[config.mk]
export PLATFORM = sky130hd
export DESIGN_NAME = mem_io_ctrl
export DESIGN_NICKNAME = d
export VERILOG_FILES = /design/src/rtl/mem_io_ctrl.sv
export SDC_FILE = /design/constraint.sdc
export NUM_CORES = 1
export LEC_CHECK = 0
export ABC_AREA = 1
export BUFFER_PORTS_ARGS = -buffer_cell sky130_fd_sc_hd__buf_2
export CORE_MARGIN = 1
export CORE_UTILIZATION = 45
export DETAILED_ROUTE_END_ITERATION = 12
export GPL_TIMING_DRIVEN = 0
export PLACE_DENSITY = 0.73
export SETUP_SLACK_MARGIN = 0.3
export SLEW_MARGIN = 0
export SYNTH_ARGS = -nofsm -noshare
export SYNTH_HDL_FRONTEND = slang
export SYNTH_SLANG_ARGS = --single-unit
[constraint.sdc]
create_clock -name clk_in -period 3.4 [get_ports clk_in]
set_clock_uncertainty 0.1 [all_clocks]
set_input_delay 0.17 -clock clk_in [delete_from_list [all_inputs] [get_ports clk_in]]
set_output_delay 0.17 -clock clk_in [all_outputs]
set_load 0.02 [all_outputs]
[src/rtl/mem_io_ctrl.sv]
// mem_io_ctrl
//   Memory/IO controller behind the cpu byte bus. Address decode (addr = cpu_a[17:0]):
//     0x00000-0x1FFFF  128KB RAM (ram_a = cpu_a[16:0], 1-cycle read latency on ram_din)
//     0x30000          UART stream: read pops rx FIFO, write pushes a non-zero byte to tx
//     0x30004          read: counter[7:0] and snapshot <= counter; write: push 0x00 + stop
//     0x30005-0x30007  snapshot bytes 1..3
//     anything else    unmapped: writes ignored, reads return 0x00
//   cpu_rdy drops while a read of 0x30000 finds rx empty, or while a tx-pushing write
//   finds tx full. Reads return on cpu_din two cycles after acceptance.
//
// Ports
//   clk_in, rst_in                  clock, asynchronous active-high reset
//   cpu_a/cpu_dout/cpu_wr           cpu request (held stable while cpu_rdy = 0)
//   cpu_din, cpu_rdy                registered read data, combinational accept
//   ram_a/ram_dout/ram_we/ram_din   external RAM
//   rx_valid/rx_data/rx_ready       incoming UART bytes into the rx FIFO
//   tx_valid/tx_data/tx_ready       outgoing UART bytes from the tx FIFO
//   stop, bad_addr                  sticky program-stop and illegal-address flags
//
// Build option
//   MEMIO_BOUNDS_CHECK_EN  when defined, an accepted unmapped access sets bad_addr
//                          (sticky) the following cycle; otherwise bad_addr is tied 0.

module mem_io_ctrl #(
    parameter int RX_DEPTH_LOG2 = 4,
    parameter int TX_DEPTH_LOG2 = 4
) (
    input  logic        clk_in,
    input  logic        rst_in,
    input  logic [31:0] cpu_a,
    input  logic [7:0]  cpu_dout,
    input  logic        cpu_wr,
    output logic [7:0]  cpu_din,
    output logic        cpu_rdy,
    output logic [16:0] ram_a,
    output logic [7:0]  ram_dout,
    output logic        ram_we,
    input  logic [7:0]  ram_din,
    input  logic        rx_valid,
    input  logic [7:0]  rx_data,
    output logic        rx_ready,
    output logic        tx_valid,
    output logic [7:0]  tx_data,
    input  logic        tx_ready,
    output logic        stop,
    output logic        bad_addr
);

    localparam int RX_DEPTH = 1 << RX_DEPTH_LOG2;
    localparam int TX_DEPTH = 1 << TX_DEPTH_LOG2;
    localparam logic [17:0] ADDR_UART = 18'h30000;
    localparam logic [17:0] ADDR_CNT  = 18'h30004;
    localparam logic [RX_DEPTH_LOG2:0] RX_PTR_ONE = 1;
    localparam logic [TX_DEPTH_LOG2:0] TX_PTR_ONE = 1;
    localparam logic [31:0] CNT_ONE = 32'd1;

    logic [17:0] addr_p0;
    logic        unused_cpu_a_hi;
    logic        sel_ram_p0, sel_uart_p0, sel_cnt_p0, sel_stop_p0;
    logic        tx_req_p0, acc_p0, vld_p0;
    logic [7:0]  tx_byte_p0, io_byte_p0;
    logic        stall_rx, stall_tx;

    logic [7:0]  rx_mem [RX_DEPTH];
    logic [RX_DEPTH_LOG2:0] rx_wr_ptr, rx_rd_ptr;
    logic        rx_empty, rx_full, rx_push, rx_pop;

    logic [7:0]  tx_mem [TX_DEPTH];
    logic [TX_DEPTH_LOG2:0] tx_wr_ptr, tx_rd_ptr;
    logic        tx_empty, tx_full, tx_push, tx_pop;

    logic [31:0] cycle_cnt, snapshot;

    logic        vld_p1, sel_ram_p1;
    logic [7:0]  io_byte_p1;

    // ---- p0: decode, FIFO status and acceptance ----
    assign addr_p0         = cpu_a[17:0];
    assign unused_cpu_a_hi = ^cpu_a[31:18];
    assign sel_ram_p0      = ~addr_p0[17];
    assign sel_uart_p0     = (addr_p0 == ADDR_UART);
    assign sel_cnt_p0      = (addr_p0[17:2] == ADDR_CNT[17:2]);
    assign sel_stop_p0     = (addr_p0 == ADDR_CNT);

    // Full when the wrap bits differ and the index bits match.
    assign rx_empty = (rx_wr_ptr == rx_rd_ptr);
    assign rx_full  = (rx_wr_ptr[RX_DEPTH_LOG2] != rx_rd_ptr[RX_DEPTH_LOG2]) &&
                      (rx_wr_ptr[RX_DEPTH_LOG2-1:0] == rx_rd_ptr[RX_DEPTH_LOG2-1:0]);
    assign tx_empty = (tx_wr_ptr == tx_rd_ptr);
    assign tx_full  = (tx_wr_ptr[TX_DEPTH_LOG2] != tx_rd_ptr[TX_DEPTH_LOG2]) &&
                      (tx_wr_ptr[TX_DEPTH_LOG2-1:0] == tx_rd_ptr[TX_DEPTH_LOG2-1:0]);

    // Writes that need a tx slot: non-zero byte to 0x30000, or any byte to 0x30004.
    assign tx_req_p0  = cpu_wr && ((sel_uart_p0 && (cpu_dout != 8'h00)) || sel_stop_p0);
    assign tx_byte_p0 = sel_uart_p0 ? cpu_dout : 8'h00;

    assign stall_rx = !cpu_wr && sel_uart_p0 && rx_empty;
    assign stall_tx = tx_req_p0 && tx_full;
    assign cpu_rdy  = !(stall_rx || stall_tx);
    assign acc_p0   = cpu_rdy && !rst_in;
    assign vld_p0   = acc_p0 && !cpu_wr;

    // RAM side; held at zero while reset is asserted.
    assign ram_we   = acc_p0 && cpu_wr && sel_ram_p0;
    assign ram_a    = rst_in ? 17'h0 : addr_p0[16:0];
    assign ram_dout = rst_in ? 8'h00 : cpu_dout;

    assign rx_ready = !rx_full && !rst_in;
    assign rx_push  = rx_valid && rx_ready;
    assign rx_pop   = vld_p0 && sel_uart_p0;

    assign tx_push  = acc_p0 && tx_req_p0;
    assign tx_valid = !tx_empty;
    assign tx_pop   = tx_valid && tx_ready;
    assign tx_data  = tx_valid ? tx_mem[tx_rd_ptr[TX_DEPTH_LOG2-1:0]] : 8'h00;

    // IO read byte; unmapped and RAM reads leave it at zero.
    always_comb begin
        io_byte_p0 = 8'h00;
        if (sel_uart_p0) begin
            io_byte_p0 = rx_mem[rx_rd_ptr[RX_DEPTH_LOG2-1:0]];
        end else if (sel_cnt_p0) begin
            case (addr_p0[1:0])
                2'd0:    io_byte_p0 = cycle_cnt[7:0];
                2'd1:    io_byte_p0 = snapshot[15:8];
                2'd2:    io_byte_p0 = snapshot[23:16];
                default: io_byte_p0 = snapshot[31:24];
            endcase
        end
    end

    // ---- p1/p2: control state, read pipeline valid, cpu_din load ----
    always_ff @(posedge clk_in or posedge rst_in) begin
        if (rst_in) begin
            rx_wr_ptr <= '0;
            rx_rd_ptr <= '0;
            tx_wr_ptr <= '0;
            tx_rd_ptr <= '0;
            cycle_cnt <= '0;
            snapshot  <= '0;
            stop      <= 1'b0;
            vld_p1    <= 1'b0;
            cpu_din   <= 8'h00;
        end else begin
            cycle_cnt <= cycle_cnt + CNT_ONE;
            if (vld_p0 && sel_stop_p0) snapshot <= cycle_cnt;
            if (rx_push) rx_wr_ptr <= rx_wr_ptr + RX_PTR_ONE;
            if (rx_pop)  rx_rd_ptr <= rx_rd_ptr + RX_PTR_ONE;
            if (tx_push) tx_wr_ptr <= tx_wr_ptr + TX_PTR_ONE;
            if (tx_pop)  tx_rd_ptr <= tx_rd_ptr + TX_PTR_ONE;
            if (tx_push && sel_stop_p0) stop <= 1'b1;
            vld_p1 <= vld_p0;
            if (vld_p1) cpu_din <= sel_ram_p1 ? ram_din : io_byte_p1;
        end
    end

    // ---- p1: datapath registers and FIFO storage ----
    always_ff @(posedge clk_in) begin
        if (rx_push) rx_mem[rx_wr_ptr[RX_DEPTH_LOG2-1:0]] <= rx_data;
        if (tx_push) tx_mem[tx_wr_ptr[TX_DEPTH_LOG2-1:0]] <= tx_byte_p0;
        sel_ram_p1 <= sel_ram_p0;
        io_byte_p1 <= io_byte_p0;
    end

`ifdef MEMIO_BOUNDS_CHECK_EN
    logic unmapped_p0;
    assign unmapped_p0 = !(sel_ram_p0 || sel_uart_p0 || sel_cnt_p0);

    always_ff @(posedge clk_in or posedge rst_in) begin
        if (rst_in) begin
            bad_addr <= 1'b0;
        end else if (acc_p0 && unmapped_p0) begin
            bad_addr <= 1'b1;
        end
    end
`else
    assign bad_addr = 1'b0;
`endif

endmodule

==> flow_results.xml, run 1 <==
<?xml version="1.0" encoding="UTF-8"?>
<metrics>
  <group name="outcome">
    <metric name="run_status" unit="">finished, final reports clean</metric>
  </group>
  <group name="logic_synthesis">
    <metric name="postSynthAreaPerCell" unit="sq um">10.9</metric>
    <metric name="async_flop_share" unit="%">24.5</metric>
    <metric name="sequential_to_total_area_share_from_yosys_stat" unit="%">66.5</metric>
    <metric name="post_synth_inst_count" unit="">1384</metric>
    <metric name="netlist_top_cells_area" unit="">sky130_fd_sc_hd__edfxtp_1, sky130_fd_sc_hd__dfrtp_1, sky130_fd_sc_hd__nor2_1, sky130_fd_sc_hd__nand2_1, sky130_fd_sc_hd__o21ai_0</metric>
    <metric name="number_of_flops_mapped_to_enable_cells_by_yosys" unit="">256</metric>
    <metric name="synth.yosys.warnings" unit="">0</metric>
    <metric name="synth_top_area_share" unit="%">51.1</metric>
    <metric name="yosys.cell_types.count" unit="">39</metric>
    <metric name="postSynthNetCount" unit="">1456</metric>
    <metric name="post_synthesis_instance_area" unit="sq um">15100</metric>
    <metric name="postSynthRegisterBits" unit="">351</metric>
    <metric name="synth-main-ff-cell" unit="">sky130_fd_sc_hd__edfxtp_1</metric>
    <metric name="area_leader_netlist" unit="">sky130_fd_sc_hd__edfxtp_1</metric>
  </group>
  <group name="cells_and_area">
    <metric name="insertedDiodeCount" unit="">0</metric>
    <metric name="final_design_area_no_fill" unit="sq um">17500</metric>
    <metric name="fillerInstances" unit="">2829</metric>
    <metric name="final_nets" unit="">1609</metric>
    <metric name="drive_gt1_share" unit="%">13.7</metric>
    <metric name="syn_to_final_growth" unit="%">16.0</metric>
    <metric name="non_filler_instances" unit="">2004</metric>
  </group>
  <group name="cts">
    <metric name="clk_root_buffer_cell" unit="">sky130_fd_sc_hd__clkbuf_16</metric>
    <metric name="clock_insertion_delay_worst_skew" unit="ns">0.53</metric>
    <metric name="numClockSinks" unit="">351</metric>
    <metric name="cts_tree" unit="">done</metric>
    <metric name="cts.repair_timing.setup_buffer_count" unit="">0</metric>
    <metric name="cts_htree_levels" unit="">2</metric>
    <metric name="clk_pin_slew_worst_paths" unit="ns">0.06</metric>
    <metric name="ctsLongestPathBuffers" unit="">3</metric>
    <metric name="cts_buffers" unit="">37</metric>
  </group>
  <group name="route">
    <metric name="drt-initial-drc-count" unit="">1072</metric>
    <metric name="drcViolationCount" unit="">0</metric>
    <metric name="ant_nets" unit="">0</metric>
    <metric name="vias_per_cell" unit="">5.52</metric>
    <metric name="wire_per_inst" unit="um">18.6</metric>
    <metric name="routed-via-count" unit="">11053</metric>
    <metric name="routed_wirelength" unit="mm">37.3</metric>
    <metric name="first_pass_iters" unit="">6</metric>
  </group>
  <group name="setup_path">
    <metric name="timing.critical_path.arrival" unit="ns">2.72</metric>
    <metric name="critPathMaxFanout" unit="">10</metric>
    <metric name="critPathMaxStageDelay" unit="ns">0.51</metric>
    <metric name="critical_path.startpoint_type" unit="">flip-flop</metric>
    <metric name="cp.buffers_inverters" unit="">3</metric>
    <metric name="crit_path_cell_trace" unit="">buf_2 &gt; clkbuf_1 &gt; nor2_1 &gt; o221ai_1 &gt; o211ai_1 &gt; a31oi_1 &gt; buf_2</metric>
    <metric name="crit_top_cell" unit="">sky130_fd_sc_hd__buf_2</metric>
    <metric name="cp_slowest_cell" unit="">sky130_fd_sc_hd__clkbuf_1</metric>
    <metric name="path_class" unit="">reg -&gt; out</metric>
    <metric name="worstSetupEndpointType" unit="">output port</metric>
    <metric name="worstPathRequired" unit="ns">3.13</metric>
    <metric name="critical-path-top-delay-family" unit="">buffers and inverters</metric>
  </group>
  <group name="timing">
    <metric name="setup_repair_after_global_routing_missed_its_margin" unit="">yes</metric>
    <metric name="slew_viol_final" unit="">0</metric>
    <metric name="finalCriticalPeriod" unit="ns">2.99</metric>
    <metric name="finalHoldWorstSlack" unit="ns">0.0291</metric>
    <metric name="final_sum_of_negative_setup_slack" unit="ns">0</metric>
    <metric name="worst_slew_pin_slew" unit="ns">1.26</metric>
    <metric name="min_period_over_period" unit="%">88.1</metric>
    <metric name="slew-limit-headroom" unit="%">15.4</metric>
    <metric name="hold_violations" unit="">0</metric>
    <metric name="clock.fmax" unit="MHz">334</metric>
    <metric name="setup_viol_count_final" unit="">0</metric>
  </group>
  <group name="power_and_ir_drop">
    <metric name="largest_vdd_supply_drop" unit="uV">434</metric>
    <metric name="power_density_cells" unit="nW/um^2">616</metric>
    <metric name="static-leakage-power" unit="nW">6.61</metric>
  </group>
  <group name="floorplan">
    <metric name="area_of_the_die" unit="sq um">34200</metric>
    <metric name="die-width" unit="um">185</metric>
    <metric name="die-height" unit="um">185</metric>
    <metric name="placeableCoreArea" unit="sq um">32700</metric>
    <metric name="initial_utilization" unit="%">46.0</metric>
    <metric name="design.portCount" unit="">108</metric>
    <metric name="std_cell_rows" unit="">66</metric>
  </group>
  <group name="placed_design">
    <metric name="dp.final_hpwl" unit="mm">25.4</metric>
    <metric name="gpl.final_weighted_congestion" unit="">0.938</metric>
    <metric name="number_of_cells_in_the_design_after_placement" unit="">1919</metric>
    <metric name="placed_instance_area" unit="sq um">16100</metric>
    <metric name="port_buffers" unit="">91</metric>
  </group>
  <group name="grt">
    <metric name="grt_max_degree" unit="">38</metric>
    <metric name="grt-ovfl-total" unit="">0</metric>
    <metric name="first_pass_grt_wire_length" unit="mm">57.9</metric>
    <metric name="first_global_vias" unit="">10663</metric>
    <metric name="grt.total_usage" unit="%">22.1</metric>
    <metric name="antenna_violations_before_repair" unit="">0</metric>
  </group>
  <group name="worst_hold_path">
    <metric name="hp-class" unit="">in -&gt; reg</metric>
  </group>
  <group name="flow_run">
    <metric name="maxCapViolCount" unit="">0</metric>
  </group>
</metrics>
## through the flow
step,power (mW),utilization (%),setup WS [ns]
after floorplan,6.23,-,0.326
after detailed placement,6.98,49.3,0.299
final,10.7,53.4,0.406
after global routing,11.2,53.4,0.247
after global placement,6.92,49.1,-0.762
after CTS,10.7,53.3,0.397
## placed cells by master, fill, tap and decap left out, types with 10 or more instances in the layout
cell and n:
sky130_fd_sc_hd__nand2_1 228, sky130_fd_sc_hd__buf_2 104, sky130_fd_sc_hd__o211ai_1 15, sky130_fd_sc_hd__dfrtp_1 86, sky130_fd_sc_hd__o21ai_0 132, sky130_fd_sc_hd__clkbuf_16 37
sky130_fd_sc_hd__o22ai_1 37, sky130_fd_sc_hd__dlygate4sd3_1 21, sky130_fd_sc_hd__nor2_1 248, sky130_fd_sc_hd__o21ai_1 31, sky130_fd_sc_hd__edfxtp_1 256, sky130_fd_sc_hd__clkbuf_1 47
sky130_fd_sc_hd__inv_1 60, sky130_fd_sc_hd__inv_2 18, sky130_fd_sc_hd__nand4_1 16, sky130_fd_sc_hd__nor2_2 13, sky130_fd_sc_hd__xor2_1 33, sky130_fd_sc_hd__a31oi_1 16
sky130_fd_sc_hd__nand3_1 40, sky130_fd_sc_hd__o221ai_1 17, sky130_fd_sc_hd__xnor2_1 11, sky130_fd_sc_hd__clkinv_1 10, sky130_fd_sc_hd__ha_1 11
## flip-flops by register name, summed over array words and instances, names as in the netlist, 8 cells and up
name and cells:
cycle_cnt 32, io_byte_p1 8, snapshot 24, cpu_din 8, rx_mem 128, tx_mem 128
## cells in the mapped netlist, types with 15 or more instances
cell and instances:
sky130_fd_sc_hd__nand2_1 228, sky130_fd_sc_hd__a31oi_1 16, sky130_fd_sc_hd__inv_1 61, sky130_fd_sc_hd__nand3_1 40, sky130_fd_sc_hd__o21ai_0 132, sky130_fd_sc_hd__o221ai_1 18
sky130_fd_sc_hd__edfxtp_1 256, sky130_fd_sc_hd__xor2_1 33, sky130_fd_sc_hd__o211ai_1 15, sky130_fd_sc_hd__nor2_1 254, sky130_fd_sc_hd__nand4_1 16, sky130_fd_sc_hd__dfrtp_1 86
sky130_fd_sc_hd__o22ai_1 37, sky130_fd_sc_hd__clkbuf_1 43, sky130_fd_sc_hd__o21ai_1 31, sky130_fd_sc_hd__inv_2 18
## logic make-up after synthesis
group,count (synthesis),share of synthesized area (%)
and+or+nand+nor,570,15.8
AOI/OAI and AO/OA,262,10.1
xor gates and xnor gates,44,2.56
DFF,351,66.5
other,1,0.0249
buffers and inverters,145,4.00
adders and majority gates,11,0.914
## final cells by class
type / count / area [sq um] / share of cell area (%)
Clock buffer: 42 / 945 / 5.41
Buffer: 64 / 299 / 1.71
Sequential cell: 351 / 10000 / 57.4
Clock inverter: 22 / 169 / 0.967
Timing Repair Buffer: 114 / 706 / 4.04
Multi-Input combinational cell: 888 / 4460 / 25.6
Tap cell: 442 / 553 / 3.17
Inverter: 81 / 308 / 1.76
## per-layer routing
layer  GRT usage, %  wire, um  vias up  part of all wire, %
met1           29.7     15200     5302                   41
li1               -         -     5132                    -
met3           3.19      2790       92                  7.5
met4           8.76      1320        0                  3.5
met5              0         0        -                    0
met2           36.3     18000      527                   48
## worst paths after layout
kind	start	to	depth (start not counted)	slack [ns]
max in group asynchronous	rst_in	cycle_cnt[21]$_DFF_PP0_	4	2.21
worst min-delay path	cpu_a[1]	io_byte_p1[6]$_DFF_P_	4	0.03
worst max-delay path	tx_rd_ptr[0]$_DFFE_PP0P_	tx_data[7]	7	0.41
worst max register to register	rx_rd_ptr[2]$_DFFE_PP0P_	rx_mem[1][6]$_DFFE_PP_	11	0.45
min in group asynchronous	rst_in	stop$_DFFE_PP0P_	3	0.40
worst min register to register	io_byte_p1[2]$_DFF_P_	cpu_din[2]$_DFFE_PP0P_	2	0.34
## worst register-to-register path, delay by kind of cell, from the launching register on
kind	cells	cell delay [ns]
buffers and inverters	3	0.60
DFF	1	0.47
and+or+nand+nor	8	1.42
## what timing repair did
item	4_1_cts	5_1_grt
endpoints found under the hold margin	160	0
setup endpoints to repair	0	39
hold buffers	21	0
gates resized for setup	0	7
## power breakdown
part | switching, mW | total [mW] | internal, mW
registers | 0.108 | 4.83 | 4.72
logic | 1.51 | 2.14 | 0.625
clock network | 1.62 | 3.78 | 2.16
total | 3.24 | 10.7 | 7.51
No activity file was read; power rests on OpenSTA's default activity.
==> inputs of run 2 (changes only) <==
--- a/config.mk
+++ b/config.mk
@@ -7,11 +7,12 @@
 export LEC_CHECK = 0
 export ABC_AREA = 1
 export BUFFER_PORTS_ARGS = -buffer_cell sky130_fd_sc_hd__buf_2
+export CAP_MARGIN = 20
 export CORE_MARGIN = 1
 export CORE_UTILIZATION = 45
 export DETAILED_ROUTE_END_ITERATION = 12
 export GPL_TIMING_DRIVEN = 0
-export PLACE_DENSITY = 0.73
+export PLACE_DENSITY_LB_ADDON = 0.3
 export SETUP_SLACK_MARGIN = 0.3
 export SLEW_MARGIN = 0
 export SYNTH_ARGS = -nofsm -noshare
==> run 2 against run 1 <==
  * Non-clock buffer count up 14
  * Critical path type unchanged
  * Register-to-register slack better by 0.06 ns
  * Core utilization up 0.94 points
==> flow_results.xml, run 2 (synthesis results as in run 1) <==
<?xml version="1.0" encoding="UTF-8"?>
<metrics>
  <group name="cts">
    <metric name="cts_tree" unit="">done</metric>
    <metric name="clock_insertion_delay_worst_skew" unit="ns">0.54</metric>
    <metric name="cts_htree_levels" unit="">2</metric>
    <metric name="clk_pin_slew_worst_paths" unit="ns">0.06</metric>
    <metric name="cts_buffers" unit="">38</metric>
    <metric name="clk_root_buffer_cell" unit="">sky130_fd_sc_hd__clkbuf_16</metric>
    <metric name="numClockSinks" unit="">351</metric>
    <metric name="ctsLongestPathBuffers" unit="">3</metric>
  </group>
  <group name="route">
    <metric name="ant_nets" unit="">0</metric>
    <metric name="first_pass_iters" unit="">7</metric>
    <metric name="drt-initial-drc-count" unit="">1067</metric>
    <metric name="wire_per_inst" unit="um">19.1</metric>
    <metric name="route.met2.wl" unit="mm">18.7</metric>
    <metric name="detailroute.wirelength.met3" unit="mm">2.46</metric>
    <metric name="routed-via-count" unit="">10873</metric>
    <metric name="routed_wirelength" unit="mm">38.6</metric>
    <metric name="wirelength_met1" unit="mm">16.3</metric>
    <metric name="highest_layer" unit="">met4</metric>
    <metric name="drcViolationCount" unit="">0</metric>
    <metric name="vias_per_cell" unit="">5.37</metric>
  </group>
  <group name="floorplan">
    <metric name="die-height" unit="um">185</metric>
    <metric name="initial_utilization" unit="%">46.0</metric>
    <metric name="placeableCoreArea" unit="sq um">32700</metric>
    <metric name="std_cell_rows" unit="">66</metric>
    <metric name="area_of_the_die" unit="sq um">34200</metric>
    <metric name="design.portCount" unit="">108</metric>
    <metric name="die-width" unit="um">185</metric>
  </group>
  <group name="outcome">
    <metric name="run_status" unit="">finished, final reports clean</metric>
  </group>
  <group name="setup_path">
    <metric name="path_class" unit="">reg -&gt; out</metric>
    <metric name="critical_path.startpoint_type" unit="">flip-flop</metric>
    <metric name="startpoint" unit="">tx_rd_ptr[0]$_DFFE_PP0P_</metric>
    <metric name="cp_slowest_cell" unit="">sky130_fd_sc_hd__dfrtp_2</metric>
    <metric name="timing.critical_path.arrival" unit="ns">2.75</metric>
    <metric name="crit_top_cell" unit="">sky130_fd_sc_hd__buf_2</metric>
    <metric name="crit_path_cell_trace" unit="">buf_2 &gt; inv_1 &gt; buf_2 &gt; clkbuf_4 &gt; nor2_1 &gt; o22ai_1 &gt; o211ai_1 &gt; a31oi_1 &gt; buf_2</metric>
    <metric name="critPathMaxStageDelay" unit="ns">0.46</metric>
    <metric name="critical-path-top-delay-family" unit="">buffers and inverters</metric>
    <metric name="critical_path.reg2reg.startpoint" unit="">rx_rd_ptr[1]$_DFFE_PP0P_</metric>
    <metric name="critPathMaxFanout" unit="">10</metric>
    <metric name="worstPathRequired" unit="ns">3.13</metric>
    <metric name="cp.buffers_inverters" unit="">5</metric>
    <metric name="worstSetupEndpointType" unit="">output port</metric>
  </group>
  <group name="timing">
    <metric name="final_sum_of_negative_setup_slack" unit="ns">0</metric>
    <metric name="setup_viol_count_final" unit="">0</metric>
    <metric name="finalCriticalPeriod" unit="ns">3.02</metric>
    <metric name="clock.fmax" unit="MHz">332</metric>
    <metric name="slew_viol_final" unit="">0</metric>
    <metric name="worst_slew_pin_slew" unit="ns">0.956</metric>
    <metric name="setup_repair_after_global_routing_missed_its_margin" unit="">no</metric>
    <metric name="hold_violations" unit="">0</metric>
    <metric name="slew-limit-headroom" unit="%">36.0</metric>
    <metric name="timing.final.ws_setup" unit="ns">0.384</metric>
    <metric name="min_period_over_period" unit="%">88.7</metric>
  </group>
  <group name="grt">
    <metric name="grt-ovfl-total" unit="">0</metric>
    <metric name="grt.total_usage" unit="%">22.8</metric>
    <metric name="grt_max_degree" unit="">39</metric>
    <metric name="antenna_violations_before_repair" unit="">0</metric>
    <metric name="first_global_vias" unit="">10657</metric>
    <metric name="first_pass_grt_wire_length" unit="mm">58.9</metric>
  </group>
  <group name="placed_design">
    <metric name="detailedPlace.worstSlack" unit="ns">0.216</metric>
    <metric name="port_buffers" unit="">91</metric>
    <metric name="gpl.final_weighted_congestion" unit="">0.880</metric>
    <metric name="dp.final_hpwl" unit="mm">26.1</metric>
  </group>
  <group name="worst_hold_path">
    <metric name="min-delay-start" unit="">cpu_dout[4]</metric>
    <metric name="hp-class" unit="">in -&gt; reg</metric>
  </group>
  <group name="power_and_ir_drop">
    <metric name="static-leakage-power" unit="nW">6.76</metric>
    <metric name="share_seq_of_total_power" unit="%">43.2</metric>
    <metric name="switching_power" unit="mW">3.30</metric>
    <metric name="power.share.clock" unit="%">37.7</metric>
    <metric name="sw_frac_of_total" unit="%">29.5</metric>
    <metric name="p_int" unit="mW">7.91</metric>
    <metric name="power_density_cells" unit="nW/um^2">631</metric>
    <metric name="combinationalPowerShare" unit="%">19.1</metric>
    <metric name="largest_vdd_supply_drop" unit="uV">444</metric>
  </group>
  <group name="cells_and_area">
    <metric name="insertedDiodeCount" unit="">0</metric>
    <metric name="final_nets" unit="">1624</metric>
    <metric name="mostFrequentLayoutCell" unit="">sky130_fd_sc_hd__edfxtp_1</metric>
    <metric name="drive_gt1_share" unit="%">14.3</metric>
    <metric name="mostFrequentLayoutCells" unit="">sky130_fd_sc_hd__edfxtp_1, sky130_fd_sc_hd__nor2_1, sky130_fd_sc_hd__nand2_1</metric>
    <metric name="syn_to_final_growth" unit="%">18.0</metric>
  </group>
  <group name="flow_run">
    <metric name="maxCapViolCount" unit="">0</metric>
  </group>
</metrics>
-- run 2: cell types whose count changed in the layout (fill, tap and decap cells not counted), moves of 4 or more --
cell / delta
sky130_fd_sc_hd__buf_4: +4
sky130_fd_sc_hd__nor2_1: +5
sky130_fd_sc_hd__nor2_2: -5
sky130_fd_sc_hd__buf_6: +5
sky130_fd_sc_hd__dlygate4sd3_1: +4
-- run 2: final cells by class --
class,instances,area (sq um)
fillers,2853,14900
flip-flops and latches,351,10000
multi-input cells,888,4440
clock buffers,49,1030
repair buffers,128,857
well taps,442,553
inverters,81,308
plain buffers,64,307
clock inverters,21,250
-- run 2: per-layer routing --
metal / global-route usage [%] / vias up
li1: - / 5163
met4: 8.83 / 0
met1: 30.6 / 5219
met2: 37.1 / 404
met3: 3.64 / 87
met5: 0 / -
-- run 2: power by group through the flow --
| stage | combinational (mW) | sequential [mW] | clock (mW) |
|---|---|---|---|
| 6_report | 2.14 | 4.84 | 4.23 |
| 5_1_grt | 2.34 | 4.85 | 4.45 |
| 4_1_cts | 2.12 | 4.83 | 4.27 |
| 3_5_place_dp | 2.09 | 4.92 | 0 |
| 3_3_place_gp | 2.04 | 4.91 | 0 |
| 2_1_floorplan | 1.33 | 4.89 | 0 |
-- run 2: timing repair --
action	CTS	global route
hold buffers	24	1
endpoints found under the hold margin	163	1
endpoints found under the setup margin	0	16
resized for setup	0	10
buffers inserted	0	0
-- run 2: through the flow --
step	hold slack, ns	util (%)	std cells	power, mW	instance area, sq um
final	0.0257	54.3	2024	11.2	17800
after global routing	0.0586	54.3	2024	11.6	17800
after CTS	0.0100	54.0	2016	11.2	17700
after detailed placement	0.259	49.4	1922	7.01	16100
after global placement	0.250	49.1	1917	6.95	16100
after floorplan	0.127	-	1384	6.23	15100
-- run 2: worst paths after layout --
path,cells past startpoint,endpoint,slack [ns]
max,9,tx_data[4],0.38
min,3,tx_mem[3][4]$_DFFE_PP_,0.03
max reg2reg,12,rx_mem[8][3]$_DFFE_PP_,0.51
min reg2reg,2,cpu_din[4]$_DFFE_PP0P_,0.34
max in group asynchronous,5,snapshot[19]$_DFFE_PP0P_,1.90
min in group asynchronous,4,snapshot[10]$_DFFE_PP0P_,0.48
-- run 2: worst min-delay path, stage by stage --
cell and delay, ns:
sky130_fd_sc_hd__buf_2 0.10, sky130_fd_sc_hd__inv_2 0.06, sky130_fd_sc_hd__nor2_1 0.12
